## src/rtl/riscv_pkg.sv

```systemverilog
`default_nettype none
// ============================================================================
//  Package     : riscv_pkg
//  Description : Shared RV32 fetch-side definitions: data width, canonical
//                NOP encoding and the fetch state encoding.
//  Revision    : 1.0 - initial release
// ============================================================================
package riscv_pkg;

  localparam int XLEN = 32;

  // addi x0, x0, 0
  localparam logic [XLEN-1:0] NOP_WORD = 32'h0000_0013;

  typedef enum logic [1:0] {
    ST_REQ   = 2'd0,
    ST_VALID = 2'd1,
    ST_ERR   = 2'd2
  } fetch_state_e;

endpackage : riscv_pkg
`default_nettype wire

```

## src/rtl/ifu_wait_counter.sv

```systemverilog
`default_nettype none
// ============================================================================
//  Module      : ifu_wait_counter
//  Description : Counts unacknowledged request cycles. tc_o is high while the
//                count sits at TIMEOUT-1, i.e. during the last permitted
//                cycle of waiting.
//  Revision    : 1.0 - initial release
// ============================================================================
module ifu_wait_counter #(
  parameter int TIMEOUT = 16
) (
  input  logic clk,
  input  logic rst,
  input  logic clear_i,
  input  logic enable_i,
  output logic tc_o
);

  localparam int            W      = (TIMEOUT > 1) ? $clog2(TIMEOUT) : 1;
  localparam logic [W-1:0]  TC_VAL = W'(TIMEOUT - 1);
  localparam logic [W-1:0]  ONE    = W'(1);

  logic [W-1:0] cnt_q;
  logic [W-1:0] cnt_d;

  // Clear has priority over counting
  always_comb begin
    cnt_d = cnt_q;
    if (clear_i) begin
      cnt_d = '0;
    end else if (enable_i) begin
      cnt_d = cnt_q + ONE;
    end
  end

  // Count register
  always_ff @(posedge clk or posedge rst) begin
    if (rst) begin
      cnt_q <= '0;
    end else begin
      cnt_q <= cnt_d;
    end
  end

  assign tc_o = (cnt_q == TC_VAL);

endmodule : ifu_wait_counter
`default_nettype wire

```

## src/rtl/instr_fetch_unit.sv

```systemverilog
`default_nettype none
// ============================================================================
//  Module      : instr_fetch_unit
//  Description : Fetch stage. Holds the PC, reads instruction words over a
//                req/ack handshake, registers them for decode, accepts PC
//                redirects and flags misaligned targets / memory timeouts.
//  Revision    : 1.0 - initial release
// ============================================================================
module instr_fetch_unit
  import riscv_pkg::*;
#(
  parameter logic [XLEN-1:0] RESET_PC  = 32'h0000_0000,
  parameter int              TIMEOUT   = 16,
  parameter logic [XLEN-1:0] NOP_INSTR = NOP_WORD
) (
  input  logic            clk,
  input  logic            rst,
  output logic            imem_req,
  output logic [XLEN-1:0] imem_addr,
  input  logic            imem_ack,
  input  logic [XLEN-1:0] imem_rdata,
  output logic            instr_valid,
  input  logic            instr_ready,
  output logic [XLEN-1:0] instr_out,
  output logic [XLEN-1:0] pc_out,
  output logic [XLEN-1:0] pc_plus4,
  input  logic            redirect_valid,
  input  logic [XLEN-1:0] redirect_target,
  output logic            fetch_err
);

  fetch_state_e    state_q, state_d;
  logic [XLEN-1:0] pc_q, pc_d;
  logic [XLEN-1:0] pc_out_q, pc_out_d;
  logic [XLEN-1:0] instr_q, instr_d;
  logic            valid_q, valid_d;
  logic            err_q, err_d;
  logic            cnt_clr, cnt_en, cnt_tc;

  ifu_wait_counter #(
    .TIMEOUT (TIMEOUT)
  ) u_wait_counter (
    .clk      (clk),
    .rst      (rst),
    .clear_i  (cnt_clr),
    .enable_i (cnt_en),
    .tc_o     (cnt_tc)
  );

  // Next-state logic: redirect overrides both ack and consume
  always_comb begin
    state_d  = state_q;
    pc_d     = pc_q;
    pc_out_d = pc_out_q;
    instr_d  = instr_q;
    valid_d  = valid_q;
    err_d    = err_q;
    cnt_clr  = 1'b0;
    cnt_en   = 1'b0;

    if (redirect_valid && (state_q != ST_ERR)) begin
      // Any held instruction is dropped; a coincident consume is implied
      valid_d = 1'b0;
      instr_d = NOP_INSTR;
      if (redirect_target[1:0] != 2'b00) begin
        err_d   = 1'b1;
        state_d = ST_ERR;
      end else begin
        pc_d    = redirect_target;
        cnt_clr = 1'b1;
        state_d = ST_REQ;
      end
    end else begin
      case (state_q)
        ST_REQ: begin
          if (imem_ack) begin
            instr_d  = imem_rdata;
            pc_out_d = pc_q;
            pc_d     = pc_q + 32'd4;
            valid_d  = 1'b1;
            cnt_clr  = 1'b1;
            state_d  = ST_VALID;
          end else if (cnt_tc) begin
            err_d   = 1'b1;
            state_d = ST_ERR;
          end else begin
            cnt_en = 1'b1;
          end
        end
        ST_VALID: begin
          if (instr_ready) begin
            valid_d = 1'b0;
            instr_d = NOP_INSTR;
            state_d = ST_REQ;
          end
        end
        ST_ERR: begin
          valid_d = 1'b0;
          instr_d = NOP_INSTR;
        end
        default: begin
          valid_d = 1'b0;
          instr_d = NOP_INSTR;
          err_d   = 1'b1;
          state_d = ST_ERR;
        end
      endcase
    end
  end

  // State, PC and instruction register
  always_ff @(posedge clk or posedge rst) begin
    if (rst) begin
      state_q  <= ST_REQ;
      pc_q     <= RESET_PC;
      pc_out_q <= RESET_PC;
      instr_q  <= NOP_INSTR;
      valid_q  <= 1'b0;
      err_q    <= 1'b0;
    end else begin
      state_q  <= state_d;
      pc_q     <= pc_d;
      pc_out_q <= pc_out_d;
      instr_q  <= instr_d;
      valid_q  <= valid_d;
      err_q    <= err_d;
    end
  end

  assign imem_req    = (state_q == ST_REQ);
  assign imem_addr   = pc_q;
  assign instr_valid = valid_q;
  assign instr_out   = instr_q;
  assign pc_out      = pc_out_q;
  assign pc_plus4    = pc_out_q + 32'd4;
  assign fetch_err   = err_q;

endmodule : instr_fetch_unit
`default_nettype wire
```

## config.mk

```make
export PLATFORM = sky130hd
export DESIGN_NAME = instr_fetch_unit
export DESIGN_NICKNAME = d
export VERILOG_FILES = /design/src/rtl/riscv_pkg.sv /design/src/rtl/ifu_wait_counter.sv /design/src/rtl/instr_fetch_unit.sv
export SDC_FILE = /design/constraint.sdc
export NUM_CORES = 1
export LEC_CHECK = 0
export ABC_AREA = 0
export CORE_ASPECT_RATIO = 0.6
export CORE_MARGIN = 4
export CORE_UTILIZATION = 45
export CTS_BUF_LIST = sky130_fd_sc_hd__clkbuf_16
export DETAILED_ROUTE_END_ITERATION = 8
export GPL_ROUTABILITY_DRIVEN = 0
export PLACE_DENSITY = 0.8
export SYNTH_ARGS = -nofsm -noshare
export SYNTH_HDL_FRONTEND = slang
export SYNTH_SLANG_ARGS = --single-unit
```

## constraint.sdc

```tcl
create_clock -name clk -period 5.9 [get_ports clk]
set_input_delay 1.18 -clock clk [delete_from_list [all_inputs] [get_ports clk]]
set_output_delay 1.18 -clock clk [all_outputs]
set_load 0.1 [all_outputs]
```

# After elaboration in Yosys (flattened, before gate mapping)
# Index checks and enable logic that the tools add are counted.
[word_totals] wordCells=69 mem_bits_ro=0 out_inout_bits=131 mem_count=0 input_bits=69 ram_bits=0 reg_bits=104 latch_bits=0
[op_classes] add_sub_neg=3 mux=33 mul=0 n_shift=0 n_eq_ne=13 bitwise=1 n_reduce_logical=12 magnitude_cmp=0 div=0
[op_table] op="2-to-1 mux 32 bit" count=7
[op_table] op="adder 32 x 3 -> 32 bit, second input constant" count=2
[op_table] op="one-hot mux 32 bit (2 select lines)" count=1
[op_table] op="2-to-1 mux 1 bit" count=15
[op_table] op="2-to-1 mux 2 bit" count=5
[op_table] op="AND reduction 3 bit" count=3
[op_table] op="2-to-1 mux 4 bit" count=2
[op_table] op="nonzero test 2 bit" count=4
[op_table] op="inequality test 2 bit, second input constant" count=3
[op_table] op="inequality test 3 x 1 -> 1 bit, second input constant" count=2
[op_table] op="one-hot mux 2 bit (3 select lines)" count=1
[op_table] op="adder 4 x 1 -> 4 bit, second input constant" count=1
[op_table] op="equality test 4 bit, second input constant" count=1
[op_table] op="inequality test 2 x 1 -> 1 bit, second input constant" count=2
[op_table] op="inequality test 4 x 1 -> 1 bit, second input constant" count=1
[op_table] op="one-hot mux 1 bit (2 select lines)" count=2
[op_table] op="AND reduction 4 bit" count=1
[op_table] op="inequality test 3 x 2 -> 1 bit, second input constant" count=1
[op_table] op="inequality test 3 bit, second input constant" count=1
[op_table] op="equality test 2 x 1 -> 1 bit, second input constant" count=1
[op_table] op="equality test 2 bit, second input constant" count=1
[op_table] op="logical NOT 2 bit" count=1
[op_table] op="AND reduction 2 bit" count=1
[op_table] op="OR reduction 2 bit" count=1
[op_table] op="2 further kinds" count=2

# Logic depth before layout (Yosys ltp)
# Gate-level depths: netlist of the first run.
[logic_depth] ltp_word=7 depth_mapped=10 ltp_nobuf=7

# By module
# A second synthesis of the first run with hierarchy kept.
[hier_totals] cells_unflattened=584 area_unflattened_um2=5406.4
[modules_own_cells] mod="instr_fetch_unit" n_inst=1 cells_per_inst=566 seq_area_each_um2=2506.2 area_each_um2=5203.7
[modules_own_cells] mod="ifu_wait_counter" n_inst=1 cells_per_inst=18 seq_area_each_um2=100.1 area_each_um2=202.7

# Worst setup path after synthesis of the first run
# No wires, ideal clock.
[synth_timing] path_type="register to output" start="register pc_out_q[3], in the netlist pc_out[3]" end="output pc_plus4[24]" arrival_ns=3.631 n_path_buf=0 path_stages_with_launch=7 slack_ns=1.089 path_cell_list="dfrtp_1 -> ha_1 -> nand3_1 -> nor2_1 -> and2_1 -> nand4_1 -> xnor2_1"
[synth_via] elab_chain_len=1
[synth_rtl] item="from (decl)" line="instr_fetch_unit.sv:34" source="logic [XLEN-1:0] pc_out_q, pc_out_d;"
[synth_rtl] item="from (signal assigned)" line="instr_fetch_unit.sv:123" source="pc_out_q <= pc_out_d;"
[synth_rtl] item="adder 32 x 3 -> 32 bit" line="instr_fetch_unit.sv:135" source="assign pc_plus4 = pc_out_q + 32'd4;"
[synth_rtl] item="to (decl)" line="instr_fetch_unit.sv:26" source="output logic [XLEN-1:0] pc_plus4,"
# Every way passes these cells.

# Worst setup path in the final report of the first run
[layout_timing] start="register pc_out_q[3], in the netlist pc_out[3]" end="output pc_plus4[20]"
# The elaborated chain is that of the path after synthesis.

==> run metrics, run 1 <==
ys async rst share 1.000; Netlist cell types 58; Syn Nets 641; worst slew pin tran 1.045 ns; worst vdd ir 0.0006424 V; delay of the slowest cell on the worst path 1.15 ns; worst hold start instr_out[4]$_DFFE_PP1P_; # resized after CTS 0; Reg2Reg Depth 6; Worst Skew 0.005589 ns; P per Cell Area 602.4 nW/um^2; antenna violations before repair 0; Synth area leader dfrtp_1; RSZ-0062 raised after global routing no; grt met3 use 0.05926; class of the worst hold path register to register; root buffer cell clkbuf_16; switching fraction of total power 0.6068; synth warn 0; Skew-Pair Late Insertion Delay 0.34 ns; # diodes 0; crit path cell chain ha_1 -> nand3_1 -> nor2_1 -> and2_1 -> nand4_1 -> xnor2_1 -> clkdlybuf4s50_1; vias 5,114; register area share after synthesis 0.4921; minimum clock period 4.559 ns; crit path kind register to output pin; sequential power share 0.251; TNS Setup 0 ns; synthesized area per cell 9.357 um^2; drt total wl 16,990 um; worst reg-to-reg setup slack 2.86 ns; hpwl dp 12,490 um; row count 30; CTS Buf Count 9; layer with the highest usage met2; Area Overhead vs Synth 44.37%; critical path capture point type output pin; layout cells sized above 1 0.05305; CTS tree done; number of max-cap violations 0; Power Total 4.606 mW; hold path depth 2; Hold Buf Count CTS 0; I/O Pins 200; worst hold endpoint instr_out[4]$_DFFE_PP1P_; mapped cell area 5296 um^2; Reg clk slew, reported paths 0.07 ns; Final #Nets 824; Hold Vio Cnt, Final 0; Gate Count Post-Synth 566; end of the worst register-to-register path instr_out[7]$_DFFE_PP0P_; FF-to-FF Start state_q[0]$_DFFE_PP0P_; Startpoint Class register; CTS Buffer Depth 2; Vias/cell 5.595; DR iter-0 viols 485; CTS H-tree depth 3; cell-internal power 1.811 mW; Slew Limit Fails 0; leakage 3.294 nW; Post-synth EDFFs 0; wire per inst 18.59 um; Core Region 11,410 um^2; register bit total from synthesis 104; Comb pwr share 0.628; M1 GR Usage 0.3554; fin crit share 0.7728; crit path DAT 3.38 ns; Slew Limit Headroom 0.3033; clk sinks 104; final setup violation count 0; die area 13,630 um^2; Residual DRC 0; highest-delay cell along the critical path clkdlybuf4s50_1; Die H 92.04 um; first-pass GRT wire length 27,050 um; largest net degree at the start of global routing 62; Sw Pwr 2.795 mW; top post-synthesis cells by area dfrtp_1, nand2_1, a22o_1; Post-synth top flop dfrtp_1; CP max FO 5; FMAX 219.3 MHz; Initial Utilization 0.4641; met2 GRT Util 0.3822; GRT Total Usage 0.2469; post-route ant nets 0; DRT Pass-1 Iters 5; total grt overflow 0; post-CTS repair timing setup buffer count 0; port bufs 199; CP required 4.72 ns; vias in the first global route 5,083; top cell type's share of synthesized area 0.4772; Clk pwr share 0.121; Die W 148.1 um; result of the run complete, no violations
cell usage in the layout (no fill, tap or decap), drive strengths merged, types with 11 or more instances in the layout:
| cell type | netlist | final |
|---|---|---|
| xnor2 | 22 | 22 |
| and2 | 11 | 11 |
| and3 | 11 | 11 |
| clkdlybuf4s50 | 0 | 199 |
| nand4 | 20 | 20 |
| inv | 12 | 14 |
| a22o | 30 | 30 |
| nor2 | 33 | 33 |
| a21oi | 34 | 34 |
| dfrtp | 101 | 101 |
| o21ai | 22 | 22 |
| nor3 | 11 | 11 |
| nand2 | 116 | 116 |
| nand3 | 27 | 27 |
Yosys cell counts (3+ instances only):
| cell | count |
|---|---|
| nand2b_1 | 3 |
| clkbuf_1 | 13 |
| or3_1 | 5 |
| xnor2_1 | 22 |
| buf_1 | 4 |
| mux2i_1 | 4 |
| and2_1 | 10 |
| a31oi_1 | 4 |
| dfstp_2 | 3 |
| and3_1 | 11 |
| and4_1 | 7 |
| o21ai_0 | 21 |
| o22a_1 | 4 |
| a211oi_1 | 4 |
| dfrtp_1 | 101 |
| ha_1 | 6 |
| buf_6 | 3 |
| a31o_2 | 3 |
| a21oi_1 | 33 |
| o22ai_1 | 6 |
| nand3_1 | 25 |
| nor2_1 | 32 |
| a22o_1 | 30 |
| inv_1 | 12 |
| buf_2 | 11 |
| xor2_1 | 7 |
| nand4_1 | 19 |
| nor3_1 | 9 |
| nand2_1 | 115 |
routing by layer:
metal  share of wire  vias up
met4           0.010        0
met5               0        -
met1            0.46     2507
li1                -     2363
met2            0.45      225
met3           0.083       19
registers in the layout, indices dropped and copies added (netlist names):
| name | cells |
|---|---|
| fetch_err | 1 |
| imem_addr | 32 |
| instr_out | 32 |
| instr_valid | 1 |
| pc_out | 32 |
| state_q | 2 |
| u_wait_counter.cnt_q | 4 |
worst max path at each step:
stage	startpoint	end	depth (start not counted)
final	pc_out[3]$_DFFE_PP0P_	pc_plus4[20]	7
after global routing	pc_out[2]$_DFFE_PP0P_	pc_plus4[24]	7
after CTS	pc_out[2]$_DFFE_PP0P_	pc_plus4[24]	7
after detailed placement	pc_out[3]$_DFFE_PP0P_	pc_plus4[24]	7
after global placement	pc_out[3]$_DFFE_PP0P_	pc_plus4[24]	7
after floorplan	pc_out[3]$_DFFE_PP0P_	pc_plus4[24]	6
cell type report:
class	instances	area (um^2)
Clock inverter	7	46.29
Multi-Input combinational cell	417	2484
Fill cell	945	3765
Clock buffer	9	225.2
Sequential cell	104	2606
Timing Repair Buffer	205	2037
Tap cell	160	200.2
Inverter	12	47.55
power by group through the flow:
stage	registers, mW	logic [mW]	clock network [mW]
final	1.15	2.89	0.557
after global routing	1.19	3.00	0.594
after CTS	1.15	2.90	0.568
after detailed placement	1.16	2.89	0
after global placement	1.14	2.87	0
after floorplan	2.27	1.07	0
logic make-up after synthesis:
group	synth area share
AO/OA/AOI/OAI	0.1649
multiplexers	0.007560
buffers and inverters	0.04016
XOR/XNOR	0.04796
AND/OR/NAND/NOR	0.2332
adder cells (fa/ha/maj)	0.01417
flip-flops	0.4921
critical path: cells and delay by family (launching register included):
kind          cells  cell delay [ns]
simple gates      4             1.07
buf+inv           1             1.15
fa+ha+maj         1             0.22
flops             1             0.42
xor+xnor          1             0.17
per-stage QoR:
step,cell area [um^2],std cells,util,hold WS (ns),setup slack [ns]
floorplan,5296,566,-,0.5166,1.089
global placement,7375,898,0.6463,0.4477,1.812
detailed placement,7375,898,0.6463,0.4549,1.725
CTS,7646,914,0.6701,0.4655,1.340
global route,7646,914,0.6701,0.4897,1.163
finish,7646,914,0.6701,0.4633,1.341
(Power assumes the default switching activity.)
==> inputs of run 2 (changes only) <==
- CORE_UTILIZATION: 45 -> 40
- PLACE_DENSITY: 0.8 -> 0.76
- clock period: 5.9 -> 4.1 ns (I/O delays scaled with it)
==> run metrics, run 2 (same netlist as run 1, synthesis figures left out) <==
Hold Buf Count CTS 0 (unchanged); vias 5,087 (-0.53%); delay of the slowest cell on the worst path 0.52 ns (-0.63 ns); dpl cells 911 (+1.4%); clk sinks 104 (unchanged); Reg clk slew, reported paths 0.07 ns (about the same); fin crit share 0.8413; Skew-Pair Late Insertion Delay 0.34 ns (about the same); wire per inst 18.93 um (+1.8%); DR iter-0 viols 388 (-20%); GRT Total Usage 0.2293 (-0.01752); pre-CTS setup slack 1.027 ns (-0.6984 ns); FMAX 289.9 MHz; root buffer cell clkbuf_16; DRT Pass-1 Iters 5 (unchanged); P per Cell Area 867.3 nW/um^2 (+44%); Final #Nets 827 (+0.36%); largest net degree at the start of global routing 105 (+69%); Core Region 12,890 um^2 (+13%); post-CTS repair timing setup buffer count 0 (unchanged); TNS Setup 0 ns (unchanged); Residual DRC 0 (unchanged); CP required 3.28 ns (-1.44 ns); non-filler cells, final 927 (+1.4%); Startpoint Class register; crit path DAT 2.63 ns (-0.75 ns); worst vdd ir 0.0008265 V (+29%); Die H 97.13 um (+5.5%); CTS Buf Count 9 (unchanged); CTS tree done; die area 15,210 um^2 (+12%); # resized after CTS 0 (unchanged); Slew Limit Fails 0 (unchanged); Vias/cell 5.488 (-1.9%); row count 32 (+6.7%); final setup violation count 0 (unchanged); minimum clock period 3.449 ns; class of the worst hold path register to register; commonest non-fill, non-tap cell in the layout clkdlybuf4s50_1; Worst Skew 0.006394 ns (+0.0008051 ns); Initial Utilization 0.4108 (-0.05333); Hold Vio Cnt, Final 0 (unchanged); drt total wl 17,550 um (+3.2%); worst slew pin tran 1.015 ns (-0.02967 ns); hpwl dp 12,920 um (+3.4%); Slew Limit Headroom 0.3210 (+0.01766); CTS H-tree depth 3 (unchanged); Layout fillers 1,077 (+14%); result of the run complete, no violations; Setup WS post-layout 0.6506 ns (-0.6899 ns); I/O Pins 200 (unchanged); number of max-cap violations 0 (unchanged); port bufs 199 (unchanged); critical path capture point type output pin; CP max FO 5 (unchanged); layout cells sized above 1 0.1136 (+0.06056); # diodes 0 (unchanged); vias in the first global route 5,095 (+0.24%); total grt overflow 0 (unchanged); highest-delay cell along the critical path nor2_1; Area Overhead vs Synth 47.39%; antenna violations before repair 0 (unchanged); post-route ant nets 0 (unchanged); first-pass GRT wire length 28,000 um (+3.5%); Die W 156.6 um (+5.7%); RSZ-0062 raised after global routing no; crit path cell chain ha_1 -> nand3_1 -> nor2_1 -> and2_1 -> nand4_1 -> xnor2_2 -> buf_4; leakage 3.527 nW (+7.1%); most frequent cells in the layout clkdlybuf4s50_1, nand2_1, dfrtp_1, buf_4; Core Util, Final 0.6055 (-0.06457); CTS Buffer Depth 2 (unchanged); crit path kind register to output pin
[run 2: final cells by class]
type                       count  area (um^2)  share of cell area
clock buffer                   9        225.2             0.02885
clock inverter                 7        88.84             0.01138
inverter                      12        47.55            0.006091
multi-input combinational    417         2619              0.3355
sequential                   104         2606              0.3339
tap                          170        212.7             0.02725
timing repair buffer         208         2007              0.2571
[run 2: final timing paths]
kind                                           from                   endpoint  slack [ns]  cells after the start
max                           pc_out[2]$_DFFE_PP0P_               pc_plus4[20]        0.65                      7
min                        instr_out[1]$_DFFE_PP1P_   instr_out[1]$_DFFE_PP1P_        0.46                      2
max reg2reg                  state_q[0]$_DFFE_PP0P_  instr_out[29]$_DFFE_PP0P_        1.57                      6
min reg2reg                instr_out[1]$_DFFE_PP1P_   instr_out[1]$_DFFE_PP1P_        0.46                      2
max in group asynchronous                       rst     pc_out[14]$_DFFE_PP0P_        2.69                      3
min in group asynchronous                       rst    instr_valid$_DFFE_PP0P_        0.94                      3
[run 2: metrics by stage]
step / instance area (um^2) / power, mW / hold WS [ns]
after floorplan: 5431 / 4.857 / 0.5166
after global placement: 7492 / 5.812 / 0.4481
after detailed placement: 7492 / 5.859 / 0.4543
after CTS: 7806 / 6.793 / 0.4638
after global routing: 7806 / 7.010 / 0.4891
final: 7806 / 6.770 / 0.4609
[run 2: power by group]
part           internal, mW  switching (mW)  leakage [nW]
clock                 0.532           0.381         0.164
sequential             1.27           0.417          1.38
combinational         0.925            3.24          1.99
[run 2: worst max-delay path, delay by kind of cell (launching register included)]
family | cells | cell delay [ns]
XOR/XNOR | 1 | 0.16
adder cells (fa/ha/maj) | 1 | 0.21
buffers and inverters | 1 | 0.30
flip-flops | 1 | 0.41
AND/OR/NAND/NOR | 4 | 1.20
[run 2: layer usage]
metal / track usage / routed length, um / vias up
met2: 0.3258 / 7545 / 218
li1: - / - / 2371
met4: 0.05667 / 292 / 0
met1: 0.3441 / 8172 / 2472
met3: 0.06631 / 1534 / 26
met5: 0 / 0 / -
